### src/rtl/video_sig_gen.sv
// Free-running raster timing generator: pixel coordinates, syncs, active draw, frame strobe/counter.
// Optional Game Boy viewport outputs are built when GB_VIEWPORT_EN is defined.
module video_sig_gen #(
  parameter int H_ACTIVE = 1280,
  parameter int H_FP     = 110,
  parameter int H_SYNC   = 40,
  parameter int H_BP     = 220,
  parameter int V_ACTIVE = 720,
  parameter int V_FP     = 5,
  parameter int V_SYNC   = 5,
  parameter int V_BP     = 20,
  parameter int SYNC_POL = 1,
  parameter int FPS      = 60
`ifdef GB_VIEWPORT_EN
  ,
  parameter int SCALE    = 4,
  parameter int X_OFF    = 320,
  parameter int Y_OFF    = 72
`endif
) (
  input  logic        clk_in,
  input  logic        rst_in,
  output logic [10:0] hcount_out,
  output logic [9:0]  vcount_out,
  output logic        hs_out,
  output logic        vs_out,
  output logic        ad_out,
  output logic        nf_out,
  output logic [5:0]  fc_out
`ifdef GB_VIEWPORT_EN
  ,
  output logic        vp_active_out,
  output logic [7:0]  vp_x_out,
  output logic [7:0]  vp_y_out
`endif
);

  localparam int H_TOTAL = H_ACTIVE + H_FP + H_SYNC + H_BP;
  localparam int V_TOTAL = V_ACTIVE + V_FP + V_SYNC + V_BP;

  localparam logic [10:0] H_LAST  = 11'(H_TOTAL - 1);
  localparam logic [10:0] H_ACT   = 11'(H_ACTIVE);
  localparam logic [10:0] HS_LO   = 11'(H_ACTIVE + H_FP);
  localparam logic [10:0] HS_HI   = 11'(H_ACTIVE + H_FP + H_SYNC);
  localparam logic [9:0]  V_LAST  = 10'(V_TOTAL - 1);
  localparam logic [9:0]  V_ACT   = 10'(V_ACTIVE);
  localparam logic [9:0]  VS_LO   = 10'(V_ACTIVE + V_FP);
  localparam logic [9:0]  VS_HI   = 10'(V_ACTIVE + V_FP + V_SYNC);
  localparam logic [5:0]  FC_LAST = 6'(FPS - 1);
  localparam logic        SYNC_ON = (SYNC_POL != 0);

  logic [10:0] r_h;
  logic [9:0]  r_v;
  logic        r_hs;
  logic        r_vs;
  logic        r_ad;
  logic        r_nf;
  logic [5:0]  r_fc;

  logic        w_line_end;
  logic [10:0] w_h_next;
  logic [9:0]  w_v_next;
  logic        w_ad_next;
  logic        w_hs_next;
  logic        w_vs_next;
  logic        w_nf_next;
  logic [5:0]  w_fc_next;

  // Every output is decoded from the next counter values, so the registered
  // outputs describe exactly the pixel the counters hold after the edge.
  assign w_line_end = (r_h == H_LAST);
  assign w_h_next   = w_line_end ? '0 : r_h + 11'd1;
  assign w_v_next   = !w_line_end       ? r_v :
                      (r_v == V_LAST)   ? '0  : r_v + 10'd1;
  assign w_ad_next  = (w_h_next < H_ACT) && (w_v_next < V_ACT);
  assign w_hs_next  = ((w_h_next >= HS_LO) && (w_h_next < HS_HI)) ? SYNC_ON : !SYNC_ON;
  assign w_vs_next  = ((w_v_next >= VS_LO) && (w_v_next < VS_HI)) ? SYNC_ON : !SYNC_ON;
  assign w_nf_next  = (w_h_next == H_ACT) && (w_v_next == V_ACT);
  assign w_fc_next  = !w_nf_next          ? r_fc :
                      (r_fc == FC_LAST)   ? '0   : r_fc + 6'd1;

  always_ff @(posedge clk_in) begin
    if (rst_in) begin
      r_h  <= H_LAST;
      r_v  <= V_LAST;
      r_hs <= !SYNC_ON;
      r_vs <= !SYNC_ON;
      r_ad <= 1'b0;
      r_nf <= 1'b0;
      r_fc <= '0;
    end else begin
      r_h  <= w_h_next;
      r_v  <= w_v_next;
      r_hs <= w_hs_next;
      r_vs <= w_vs_next;
      r_ad <= w_ad_next;
      r_nf <= w_nf_next;
      r_fc <= w_fc_next;
    end
  end

  assign hcount_out = r_h;
  assign vcount_out = r_v;
  assign hs_out     = r_hs;
  assign vs_out     = r_vs;
  assign ad_out     = r_ad;
  assign nf_out     = r_nf;
  assign fc_out     = r_fc;

`ifdef GB_VIEWPORT_EN
  localparam logic [10:0] X_LO  = 11'(X_OFF);
  localparam logic [10:0] X_HI  = 11'(X_OFF + 160 * SCALE);
  localparam logic [9:0]  Y_LO  = 10'(Y_OFF);
  localparam logic [9:0]  Y_HI  = 10'(Y_OFF + 144 * SCALE);
  localparam logic [7:0]  SC_M1 = 8'(SCALE - 1);

  logic [7:0] r_xs;
  logic [7:0] r_xc;
  logic [7:0] r_ys;
  logic [7:0] r_yc;
  logic       r_vpa;
  logic [7:0] r_vpx;
  logic [7:0] r_vpy;

  logic       w_h_in;
  logic       w_v_in;
  logic [7:0] w_xs_next;
  logic [7:0] w_xc_next;
  logic [7:0] w_ys_next;
  logic [7:0] w_yc_next;

  assign w_h_in = (w_h_next >= X_LO) && (w_h_next < X_HI);
  assign w_v_in = (w_v_next >= Y_LO) && (w_v_next < Y_HI);

  // Sub-pixel counters restart at the viewport edge and step the coarse
  // coordinate once every SCALE pixels, replacing a divide by SCALE.
  always_comb begin
    w_xs_next = '0;
    w_xc_next = '0;
    if (w_h_in && (w_h_next != X_LO)) begin
      if (r_xs == SC_M1) begin
        w_xs_next = '0;
        w_xc_next = r_xc + 8'd1;
      end else begin
        w_xs_next = r_xs + 8'd1;
        w_xc_next = r_xc;
      end
    end
  end

  // Vertical sub-line counters only move on the line boundary.
  always_comb begin
    w_ys_next = r_ys;
    w_yc_next = r_yc;
    if (w_line_end) begin
      w_ys_next = '0;
      w_yc_next = '0;
      if (w_v_in && (w_v_next != Y_LO)) begin
        if (r_ys == SC_M1) begin
          w_yc_next = r_yc + 8'd1;
        end else begin
          w_ys_next = r_ys + 8'd1;
          w_yc_next = r_yc;
        end
      end
    end
  end

  always_ff @(posedge clk_in) begin
    if (rst_in) begin
      r_xs  <= '0;
      r_xc  <= '0;
      r_ys  <= '0;
      r_yc  <= '0;
      r_vpa <= 1'b0;
      r_vpx <= '0;
      r_vpy <= '0;
    end else begin
      r_xs  <= w_xs_next;
      r_xc  <= w_xc_next;
      r_ys  <= w_ys_next;
      r_yc  <= w_yc_next;
      r_vpa <= w_h_in && w_v_in;
      r_vpx <= (w_h_in && w_v_in) ? w_xc_next : '0;
      r_vpy <= (w_h_in && w_v_in) ? w_yc_next : '0;
    end
  end

  assign vp_active_out = r_vpa;
  assign vp_x_out      = r_vpx;
  assign vp_y_out      = r_vpy;
`endif

endmodule

### config.mk
export PLATFORM = sky130hd
export DESIGN_NAME = video_sig_gen
export DESIGN_NICKNAME = d
export VERILOG_FILES = /design/src/rtl/video_sig_gen.sv
export SDC_FILE = /design/constraint.sdc
export NUM_CORES = 1
export LEC_CHECK = 0
export CAP_MARGIN = 20
export CELL_PAD_IN_SITES_DETAIL_PLACEMENT = 0
export CELL_PAD_IN_SITES_GLOBAL_PLACEMENT = 1
export CORE_MARGIN = 2
export CORE_UTILIZATION = 39
export DETAILED_ROUTE_END_ITERATION = 10
export GPL_ROUTABILITY_DRIVEN = 0
export PLACE_DENSITY_LB_ADDON = 0.1
export RECOVER_POWER = 50
export SYNTH_ARGS = -nofsm -noshare
export SYNTH_HDL_FRONTEND = slang
export SYNTH_SLANG_ARGS = --single-unit
### constraint.sdc
create_clock -name clk_in -period 4 [get_ports clk_in]
set_clock_uncertainty 0.15 [all_clocks]
set_input_delay 1.2 -clock clk_in [delete_from_list [all_inputs] [get_ports clk_in]]
set_output_delay 1.2 -clock clk_in [all_outputs]
set_load 0.02 [all_outputs]
==> flow_summary_export.csv, run 1 <==
group,metric,value,unit
run_status,outcome,"finished, final reports clean",
cells_and_area,nFillCells,500,
die,start_util,0.4122,
die,die-area,5678,um2
timing,worst_pin_slew,740.5,ps
pwr,clockPowerShare,0.155,
synth,synth.top_cell.area_share,0.3125,
pwr,power_density,839.4,nW/um2
timing,final-hold-violation-count,0,
synth,synth_mux_area_frac,0.02331,
synth,ys.flop_type,"dfxtp_1",
detailed_routing,drt_iter0_drc,203,
detailed_routing,wl_per_cell,15.55,um
detailed_routing,vias,1971,
die,design.portCount,33,
timing,period_needed,3416,ps
hold_path,hp-class,"reg2reg",
cells_and_area,final_common_cell,"dfxtp_1",
grt,grt_pass1_vias,1807,
hold_path,hold_start,"fc_out[0]",
cts,cts_made_buffers,5,
cells_and_area,drive_gt1_frac,0.09524,
pwr,power_switching,985.9,uW
cts,holdBufCountCts,0,
cts,cts-root-buf,"clkbuf_8",
critical_path,reg2reg_from,"hcount_out[0]",
grt,overflow,0,
pwr,ir_worst_vdd,0.0004051,V
placement,io_buffers,32,
synth,synth-adder-area-share,0.03655,
grt,grt_pass1_wl,8562,um
critical_path,r2r_slack,580,ps
synth,synthCells,241,
die,fp.dieH,75.36,um
synth,ys_seq_elements,31,
synth,ys_warn_count,0,
detailed_routing,drcViolationCount,0,
synth,synth_compound_area_frac,0.2042,
detailed_routing,dr.pass1.iters,4,
pwr,seq_power_share,0.264,
grt,antenna_found_initial,0,
synth,syn_nets,248,
timing,setup_tns,0,ps
critical_path,path_class,"reg2reg",
pwr,combPwrFrac,0.581,
synth,async_reset_ff_frac,0,
cts,path_clk_slew,70,ps
cells_and_area,layout_common_cells,"31 x dfxtp_1, 22 x nor2_1, 21 x clkdlybuf4s50_1",
synth,yosys.area_share.simple,0.3258,
critical_path,cp_slowest_cell,"nor4_1",
synth,synth_cell_type_count,58,
cells_and_area,antennaDiodeCount,0,
die,core,4817,um2
synth,synth_top_cells_by_area,"dfxtp_1 31%, nor2_1 4.2%, nand3_1 3.5%",
timing,setup_violations,0,
cells_and_area,area_growth,24.83,%
timing,final_max_slew_viol_count,0,
die,rows,25,
cts,clock_latency,280,ps
critical_path,critical_path_arrival,3440,ps
synth,synth_top_family_by_area,"simple AND/OR/NAND/NOR gates",
timing,finalCritPeriodShare,0.8540,
pwr,p_leak,0.0009194,uW
grt,grt_use_total,0.2010,
cts,cts_resized,0,
critical_path,crit_chain,"ha_1 > nand4b_1 > nor4_1 > xnor2_1 > o2111ai_2 > nor4_4 > nand2_1 > mux2_1",
run,cap_violations,0,
cells_and_area,multi_input_area,1276,um2
cts,htree_num_levels,2,
critical_path,cp.required,4020,ps
timing,fmax,0.2927,GHz
detailed_routing,postRouteAntennaNets,0,
cts,cts_max_path_buffers,2,
die,die_w,75.36,um
cells_and_area,layout.nets,279,
pwr,netSwitchingFraction,0.4739,
synth,post_synth.cell_area_avg,8.239,um2
detailed_routing,wl,5288,um
placement,dp_hpwl,3826,um
critical_path,cp_max_fo,9,
critical_path,timing.critical_path.from,"hcount_out[0]",
cts,cts_tree,"yes",
pwr,power.total,2080,uW
cts,cts_setup_buffers,0,
grt,grt_max_degree,15,
cts,clkSinkCount,31,
detailed_routing,viasPerCell,5.797,
synth,synth_xor_area_frac,0.05293,
critical_path,max_stage_delay,750,ps
timing,relSlewSlack,0.5018,
critical_path,cp-end-kind,"flip-flop",
synth,synth_edf_count,0,
timing,rsz0062_at_grt,"false",
synth,mappedNetlistArea,1986,um2
timing,holdWs,366.1,ps
cells_and_area,seq_area,620.6,um2
synth,ys_seq_area_frac,0.3125,
pwr,intPower,1095,uW
synth,synth_top_area_cell,"dfxtp_1",
critical_path,worstSetupStartpointType,"flip-flop",
-- area by class of cell --
type / instances / area share
clock buffers: 6 / 0.03332
clock inverters: 2 / 0.01413
inverters: 8 / 0.01212
multi-input cells: 189 / 0.5149
flip-flops and latches: 31 / 0.2504
well taps: 67 / 0.03382
repair buffers: 37 / 0.1413
-- worst paths after layout --
path	end	depth (start not counted)
worst max-delay path	fc_out[2]	8
worst min-delay path	fc_out[0]	2
worst max register to register	fc_out[2]	8
worst min register to register	fc_out[0]	2
-- power groups by stage --
stage	Combinational, uW	Sequential, uW	Clock (uW)
4_1_cts	1200	546	334
2_1_floorplan	788	572	0
3_3_place_gp	1210	553	0
3_5_place_dp	1190	552	0
6_report	1210	549	323
5_1_grt	1330	568	346
-- logic make-up (layout without fill, tap and decap cells) --
kind of cell,Yosys count,after routing
and+or+nand+nor,111,111
AOI/OAI and AO/OA,56,56
DFF,31,31
buffers and inverters,21,53
xor gates and xnor gates,12,12
adders and majority gates,6,6
muxes,4,4
-- cell usage after synthesis, types with 7 or more instances --
| cell | n |
|---|---|
| dfxtp_1 | 31 |
| nand2_1 | 12 |
| clkbuf_1 | 10 |
| nor2_1 | 22 |
| nand3_1 | 14 |
| nand3b_1 | 7 |
| nor3_1 | 12 |
| or2_2 | 7 |
| inv_1 | 8 |
| o21ai_0 | 10 |
| xnor2_1 | 7 |
| and3_1 | 7 |
| a21oi_1 | 12 |
-- stage by stage --
| stage | instance area [um2] | worst slack, ps | cells | utilization |
|---|---|---|---|---|
| finish | 2479 | 584.0 | 340 | 0.5145 |
| CTS | 2486 | 603.9 | 340 | 0.5161 |
| global placement | 2369 | 667.9 | 332 | 0.4917 |
| floorplan | 1986 | 943.2 | 241 | - |
| global route | 2479 | 271.6 | 340 | 0.5145 |
| detailed placement | 2369 | 623.0 | 332 | 0.4917 |
-- flip-flops by register name (all words and copies together), names as in the netlist --
signal and flops:
vcount_out 10, hs_out 1, ad_out 1, fc_out 6
vs_out 1, hcount_out 11, nf_out 1
-- layer usage --
layer,track usage,share of wire
met3,0.03704,0.048
met1,0.2766,0.48
met4,0.08382,0.019
met5,0,0
met2,0.3101,0.46
-- worst max-delay path, delay by kind of cell (launching register included) --
kind | cells | cell delay, ps
xor+xnor | 1 | 210
flops | 1 | 490
compound gates | 1 | 210
simple gates | 4 | 1720
mux | 1 | 320
fa+ha+maj | 1 | 220
Note: power is estimated with default switching activity, not from simulation.
==> run 2: changes to the inputs <==
- ABC_AREA: default -> 1
- CORE_MARGIN: 2 -> default
- CORE_UTILIZATION: 39 -> 38
- SETUP_SLACK_MARGIN: default -> 0.4
==> flow_summary_export.csv, run 2 <==
group,metric,value,unit
critical_path,critical_path_arrival,3310,ps
critical_path,worstSetupStartpointType,"input port",
critical_path,reg2reg_from,"hcount_out[0]",
run,cap_violations,0,
timing,setup_violations,0,
cts,cts_made_buffers,5,
timing,final_max_slew_viol_count,0,
timing,relSlewSlack,0.5318,
synth,synth_edf_count,0,
grt,grt_max_degree,18,
cells_and_area,largest_reg_flops,11,
cts,path_clk_slew,60,ps
hold_path,hold_start,"fc_out[1]",
synth,synth_top_area_cell,"dfxtp_1",
synth,ys_seq_area_frac,0.2774,
synth,async_reset_ff_frac,0,
cts,clkSinkCount,31,
timing,fmax,0.3036,GHz
cts,cts_setup_buffers,0,
cts,cts_resized,0,
synth,synth.top_cell.area_share,0.2774,
die,rows,27,
cts,cts_tree,"yes",
run_status,outcome,"finished, final reports clean",
die,core,5574,um2
detailed_routing,drcViolationCount,0,
synth,ys_warn_count,0,
grt,overflow,0,
detailed_routing,wl,5543,um
cts,holdBufCountCts,0,
synth,synth.most_common_cell,"nand2_1",
grt,antenna_found_initial,0,
cells_and_area,layout_common_cells,"99 x nand2_1, 50 x nor2_1, 42 x inv_1",
synth,synth_top_cells_by_count,"99 x nand2_1, 49 x nor2_1, 42 x inv_1",
timing,worst_pin_slew,702.4,ps
synth,synth_top_cells_by_area,"dfxtp_1 28%, nand2_1 17%, nor2_1 8.2%",
cells_and_area,layout.nets,399,
cells_and_area,drive_gt1_frac,0.1450,
detailed_routing,dr.pass1.iters,4,
synth,mappedNetlistArea,2237,um2
synth,ys_seq_elements,31,
detailed_routing,vias,2238,
critical_path,cp-end-kind,"flip-flop",
placement,place_area,2640,um2
pwr,ir_worst_vdd,0.0003808,V
timing,setup_slack,706.4,ps
timing,final-hold-violation-count,0,
grt,grt_pass1_wl,9163,um
timing,period_needed,3294,ps
placement,dp_hpwl,4473,um
cts,cts_max_path_buffers,2,
detailed_routing,drt_iter0_drc,65,
cells_and_area,fin_area,2715,um2
detailed_routing,viasPerCell,4.813,
detailed_routing,wl_per_cell,11.92,um
placement,io_buffers,32,
die,die_w,78.73,um
synth,ys.flop_type,"dfxtp_1",
die,fp.dieH,78.73,um
synth,syn_nets,362,
synth,synth_cell_type_count,30,
detailed_routing,postRouteAntennaNets,0,
critical_path,timing.critical_path.from,"rst_in",
placement,dp_slack,961.8,ps
cells_and_area,area_growth,21.36,%
cts,htree_num_levels,2,
timing,rsz0062_at_grt,"false",
die,start_util,0.4013,
synth,synthCells,355,
cts,cts-root-buf,"clkbuf_8",
die,die-area,6198,um2
cells_and_area,final_common_cell,"nand2_1",
critical_path,path_class,"in2reg",
die,design.portCount,33,
pwr,power_density,855.2,nW/um2
synth,post_synth.cell_area_avg,6.302,um2
grt,grt_pass1_vias,1956,
hold_path,hp-class,"reg2reg",
cells_and_area,antennaDiodeCount,0,
pwr,p_leak,0.001328,uW
critical_path,cp.required,4020,ps
cts,clock_latency,280,ps
grt,grt_use_total,0.1906,
timing,setup_tns,0,ps
timing,finalCritPeriodShare,0.8234,
critical_path,cp_max_fo,17,
## run 2: cell count changes in the layout (fill, tap and decap cells not counted), sizes merged, moves of 10 or more
cell / before / now
nor2: 22 / 67
nor3: 13 / 3
nand2: 12 / 112
inv: 8 / 51
nand3: 14 / 36
## run 2: cell type report
cell class	count	area (um2)
clock inverter	1	5.005
timing repair buffer	33	324.1
inverter	55	207.7
clock buffer	7	76.32
multi-input combinational	266	1391
sequential	31	620.6
fill	612	2859
tap	72	90.09
## run 2: power by group
group / internal, uW / total [uW] / switching (uW)
registers: 396 / 531 / 135
clock network: 122 / 230 / 109
logic: 560 / 1560 / 1000
total: 1080 / 2320 / 1240
## run 2: metal layers
layer	part of all wire	global-route usage	wire, um
met1	0.48	0.2509	2675
met5	0	0	0
met2	0.47	0.3157	2582
met3	0.042	0.03218	235
met4	0.0090	0.05926	50
## run 2: metrics by stage
step                power [uW]  std cells  utilization  hold slack [ps]
floorplan                 1696        355            -            414.7
global placement          2127        457       0.4736            348.6
detailed placement        2121        457       0.4736            344.9
CTS                       2357        465       0.4882            362.2
global route              2558        465       0.4871            385.3
finish                    2322        465       0.4871            356.3
## run 2: critical path, stage by stage
cell and delay [ps]:
dlygate4sd3_1 520, clkbuf_1 530, clkinv_1 620, nand2_1 240, o21bai_1 140, nor2_1 60
## run 2: cell families after synthesis
family	after synthesis	synth area share
adder cells (fa/ha/maj)	5	0.02796
AND/OR/NAND/NOR	236	0.5308
flip-flops	31	0.2774
AO/OA/AOI/OAI	22	0.05257
XOR/XNOR	3	0.01175
buffers and inverters	58	0.09955
## run 2: worst paths after layout
kind	slack, ps	endpoint	cells past startpoint
max reg2reg	1420	fc_out[2]	14
max	710	vs_out	6
min	360	fc_out[1]	2
min reg2reg	360	fc_out[1]	2
